### src/rtl/upc_encoder.sv
// Letter-at-a-time product name encoder: narrows a candidate mask over the
// product table as letters arrive and pulses the matched 3-bit UPC code.
module upc_encoder #(
  parameter int LETTER_W = 5,
  parameter int MAX_LEN  = 6,
  parameter int BLANK    = 26
) (
  input  logic                clk,
  input  logic                reset,
  input  logic [LETTER_W-1:0] letter_in,
  input  logic                letter_valid,
  output logic                letter_ready,
  output logic [2:0]          upc_out,
  output logic                upc_valid,
  output logic                upc_error,
  output logic [2:0]          pos
);

  localparam int N = 6;
  localparam logic [LETTER_W-1:0] B = LETTER_W'(BLANK);
  localparam logic [2:0] LAST_POS = 3'(MAX_LEN - 1);

  // Each word packs its first letter in the least significant field.
  localparam logic [MAX_LEN*LETTER_W-1:0] WORDS [N] = '{
    {B,     5'd18, 5'd6,  5'd20, 5'd17, 5'd3 },  // DRUGS
    {B,     5'd24, 5'd3,  5'd13, 5'd0,  5'd2 },  // CANDY
    {B,     B,     5'd15, 5'd0,  5'd14, 5'd18},  // SOAP
    {5'd4,  5'd13, 5'd14, 5'd7,  5'd15, 5'd8 },  // IPHONE
    {B,     5'd3,  5'd8,  5'd14, 5'd17, 5'd3 },  // DROID
    {B,     B,     5'd18, 5'd3,  5'd4,  5'd11}   // LEDS
  };
  localparam logic [2:0] CODES [N] = '{3'b000, 3'b001, 3'b011, 3'b100, 3'b101, 3'b110};

  typedef enum logic [1:0] {IDLE, COLLECT, DONE} state_t;

  state_t               state;
  logic [N-1:0]         mask;
  logic [N-1:0]         match;
  logic [N-1:0]         mask_next;
  logic [2:0]           pos_idx;
  logic [2:0]           hit_code;
  logic                 hit;
  logic                 accept;
  logic                 illegal;
  logic                 is_blank;
  logic                 term;
  logic [LETTER_W-1:0]  chars [N][MAX_LEN];

  assign pos_idx = (pos <= LAST_POS) ? pos : 3'd0;

  for (genvar gi = 0; gi < N; gi++) begin : g_entry
    for (genvar pj = 0; pj < MAX_LEN; pj++) begin : g_char
      assign chars[gi][pj] = WORDS[gi][pj*LETTER_W +: LETTER_W];
    end
    assign match[gi] = (pos <= LAST_POS) && (chars[gi][pos_idx] == letter_in);
  end

  assign accept    = letter_valid & letter_ready;
  assign illegal   = letter_in > B;
  assign is_blank  = letter_in == B;
  assign mask_next = mask & match;
  assign hit       = (mask_next != '0) && ((mask_next & (mask_next - N'(1))) == '0);

  // A word ends on a blank after at least one letter, or on its last letter.
  assign term = accept && !illegal &&
                ((is_blank && state == COLLECT) || (!is_blank && pos == LAST_POS));

  always_comb begin
    hit_code = '0;
    for (int i = 0; i < N; i++) begin
      if (mask_next[i]) hit_code = hit_code | CODES[i];
    end
  end

  always_ff @(posedge clk) begin
    if (reset) begin
      state        <= IDLE;
      pos          <= '0;
      mask         <= '1;
      upc_out      <= 3'b000;
      upc_valid    <= 1'b0;
      upc_error    <= 1'b0;
      letter_ready <= 1'b1;
    end else begin
      upc_valid <= 1'b0;
      upc_error <= 1'b0;
      case (state)
        IDLE, COLLECT: begin
          if (accept && illegal) begin
            upc_error    <= 1'b1;
            state        <= DONE;
            letter_ready <= 1'b0;
          end else begin
            if (accept && !is_blank) begin
              mask  <= mask_next;
              pos   <= pos + 3'd1;
              state <= COLLECT;
            end
            if (term) begin
              upc_valid    <= hit;
              upc_error    <= !hit;
              if (hit) upc_out <= hit_code;
              state        <= DONE;
              letter_ready <= 1'b0;
            end
          end
        end
        DONE: begin
          state        <= IDLE;
          pos          <= '0;
          mask         <= '1;
          letter_ready <= 1'b1;
        end
        default: state <= IDLE;
      endcase
    end
  end

endmodule
### config.mk
export PLATFORM = sky130hd
export DESIGN_NAME = upc_encoder
export DESIGN_NICKNAME = d
export VERILOG_FILES = /design/src/rtl/upc_encoder.sv
export SDC_FILE = /design/constraint.sdc
export NUM_CORES = 1
export LEC_CHECK = 0
export CORE_MARGIN = 1
export CORE_UTILIZATION = 61
export CTS_BUF_LIST = sky130_fd_sc_hd__clkbuf_4 sky130_fd_sc_hd__clkbuf_8 sky130_fd_sc_hd__clkbuf_16
export CTS_CLUSTER_DIAMETER = 60
export DETAILED_ROUTE_END_ITERATION = 8
export PLACE_DENSITY = 0.85
export SYNTH_ARGS = -nofsm -noshare
export SYNTH_HDL_FRONTEND = slang
export SYNTH_SLANG_ARGS = --single-unit
### constraint.sdc
create_clock -name clk -period 9.4 [get_ports clk]
set_clock_uncertainty 0.15 [all_clocks]
set_input_delay 1.88 -clock clk [delete_from_list [all_inputs] [get_ports clk]]
set_output_delay 1.88 -clock clk [all_outputs]
set_load 0.005 [all_outputs]
==> results.md <==
- Run status: finished, final reports clean
- CTS buffer count: 3
- Worst path most repeated cell: a211oi_1
- I/O pins: 17
- Initial Util: about 65%
- Die height: 54.0 um
- Largest family of logic cells by synthesized area: simple AND/OR/NAND/NOR gates
- Hpwl dp: about 2900 um
- EDFF count, synth: 0
- Via count: 1645
- Mapped Area: 0.00165 mm^2
- CP required: between 9 and 10 ns
- CORE AREA: 0.00252 mm^2
- First-pass GRT wire length: 6350 um
- RSZ-0062 raised after global routing: false
- Worst-margin pin slew: approximately 0.86 ns
- Synth Area in Simple Gates: between 30% and 40%
- Compound-Gate Fraction of Synth Area: 26.0%
- Vias in the first global route: between 1000 and 1500
- ANT cells: 0
- Cts hold-fix bufs: 0
- P&R area growth vs syn: 9.88%
- H-tree depth: 1
- Drt drc: 0
- Routed wire per std cell: about 16 um
- Die area: just under 0.003 mm^2
- CP Launch Type: input port
- Nets: ~240
- Post-CTS Setup Bufs: 0
- ANT nets after route: 0
- Root buf cell: clkbuf_4
- CTS tree: built
- Worst vdd ir: 0.110 mV
- Synthesized-area fraction occupied by adder cells: under 10%
- Max-Cap Viols: 0
- Synthesized Nets: ~240
- Mux cell area share after synthesis: 4.26%
- Final Hold Viols: 0
- Final GP Congestion: approximately 0.87
- Initial antenna violation count: 0
- Fill cells: between 200 and 250
- Drt pass-1 iters: 4
- CP max FO: 15
- Grt ovf: 0
- Leakage power: approximately 0.70 nW
- Multi-input gate area: approximately 0.0012 mm^2
- WL final: ~4000 um
- Layout cells sized above 1: 6.61%
- Syn Inst Count: roughly 220
- Distinct cells, synth: 54
- Ys Warns: 0
- Sequential area share after synthesis: ~21%
- Max Clk Rate: slightly above 0.2 GHz
- FFs w/ async S/R, synth: 0%
- Row cnt: 18
- # resized after CTS: 0
- Hold Crit Class: reg2reg
- Clock tree buffer depth: 2
- Clk pin slew, worst setup/hold paths: 0.10 ns
- Post-route clock period utilization: 51.6%
- Hold Slack: between 0.3 and 0.4 ns
- Clock Latency Late Sink: roughly 0.30 ns
- Syn avg cell area: around 7.4 um^2
- Finish-stage setup viols: 0
- Largest area contributor in the netlist: dfxtp_1
- Synth Area in XOR/XNOR: around 8.0%
- List of most frequent post-synthesis cells: 20 x nand2_1, 19 x nor2_1, 18 x a21oi_1, 17 x dfxtp_1
- GRT Total Usage: 30.1%
- Vias per cell: 6.40
- CTS Sinks: 17
- Top-count cell post-synth: nand2_1
- IO Port Bufs: 16
- Setup TNS: 0 ns
- Synth area leaders: dfxtp_1 21%, a21oi_1 5.5%, nand2_1 4.6%
- Slew Viols, Final: 0
- CP peak stage delay: between 0.7 and 0.8 ns
- CP arrival: 4.91 ns
- Core Util, Final: 71.7%
- Register area: between 300 and 400 um^2
- Pwr/cell area: between 100 and 150 mW/mm^2
- Critical path, cell by cell: clkdlybuf4s50_1 > or3_1 > a21oi_1 > a31oi_1 > nor4_1 > o21ai_0 > o211ai_1 > a211oi_1 > a211oi_1
- Synth Register Bits: 17
- Clock period minus worst slack: a little under 5 ns
- Slew margin rel.: between 40% and 50%
- Critical Path End Type: register
- Top cell type's share of synthesized area: 20.7%
- Top_reg_cell synth: dfxtp_1
- Die Width: 54.0 um
- Slowest-stage cell, CP: nor4_1
- Crit path kind: in2reg
- Largest net degree at the start of global routing: 36
- DR iter-0 viols: 51
where the power goes:
group	switching, W	internal (W)	total, W
sequential	0.00000575	0.0000762	0.0000819
combinational	0.0000359	0.0000263	0.0000622
clock	0.0000241	0.0000159	0.0000400
total	0.0000658	0.000118	0.000184
layout make-up:
class                           count  share of cell area (%)
Clock buffer                        3                    1.24
Clock inverter                      1                   0.277
Inverter                            9                    1.87
Multi-Input combinational cell    180                    66.5
Sequential cell                    17                    18.8
Tap cell                           30                    2.07
Timing Repair Buffer               17                    9.27
critical path, delay by kind of cell:
kind / cells / cell delay, ns
simple gates: 2 / 1.23
compound gates: 6 / 1.09
buf+inv: 1 / 0.70
metrics by stage:
stage / setup slack, ns / instance area [um^2] / power (W) / cells
detailed placement: 4.35 / 1780 / 0.000144 / 253
floorplan: 5.33 / 1650 / 0.000131 / 222
global route: 4.43 / 1810 / 0.000196 / 257
finish: 4.55 / 1810 / 0.000184 / 257
global placement: 4.51 / 1780 / 0.000142 / 253
CTS: 4.62 / 1810 / 0.000184 / 257
registers in the layout (all words and copies together) (netlist names):
signal        flops
upc_valid         1
pos               3
upc_error         1
upc_out           3
state             2
letter_ready      1
mask              6
layout by cell type, fill, tap and decap left out, types with 2 or more instances in the layout:
master,count
a211oi_1,5
a21o_1,2
a21oi_1,18
a22o_1,2
a31oi_1,3
and2_1,5
and4_1,2
clkbuf_4,3
clkdlybuf4s50_1,16
dfxtp_1,17
ha_1,5
inv_1,7
inv_2,2
mux2i_1,7
nand2_1,20
nand2b_1,9
nand3_1,6
nand4_1,2
nor2_1,19
nor2b_1,5
nor3_1,6
nor4_1,2
o211a_1,2
o211ai_1,4
o21ai_0,9
o22ai_1,3
or3_1,3
or4_1,3
or4bb_1,2
xnor2_1,7
xor2_1,8
cell families (layout without fill, tap and decap cells):
group | count (synthesis) | after routing
AND/OR/NAND/NOR | 92 | 92
AO/OA/AOI/OAI | 61 | 61
XOR/XNOR | 15 | 15
flip-flops | 17 | 17
buffers and inverters | 25 | 30
multiplexers | 7 | 7
adder cells (fa/ha/maj) | 5 | 5
per-layer routing:
| metal | track usage, % | part of all wire, % | vias up |
|---|---|---|---|
| li1 | - | - | 814 |
| met1 | 38.2 | 44 | 774 |
| met2 | 51.2 | 50 | 52 |
| met3 | 1.98 | 4.4 | 5 |
| met4 | 14.5 | 1.4 | 0 |
| met5 | 0 | 0 | - |
path summary, 6_finish.rpt:
kind | slack (ns) | cells past startpoint | from | endpoint
worst max-delay path | 4.55 | 9 | letter_in[3] | upc_out[1]
worst min-delay path | 0.34 | 2 | upc_out[0] | upc_out[0]
worst max register to register | 4.89 | 13 | pos[1] | upc_out[1]
worst min register to register | 0.34 | 2 | upc_out[0] | upc_out[0]
No activity file was read; power rests on OpenSTA's default activity.
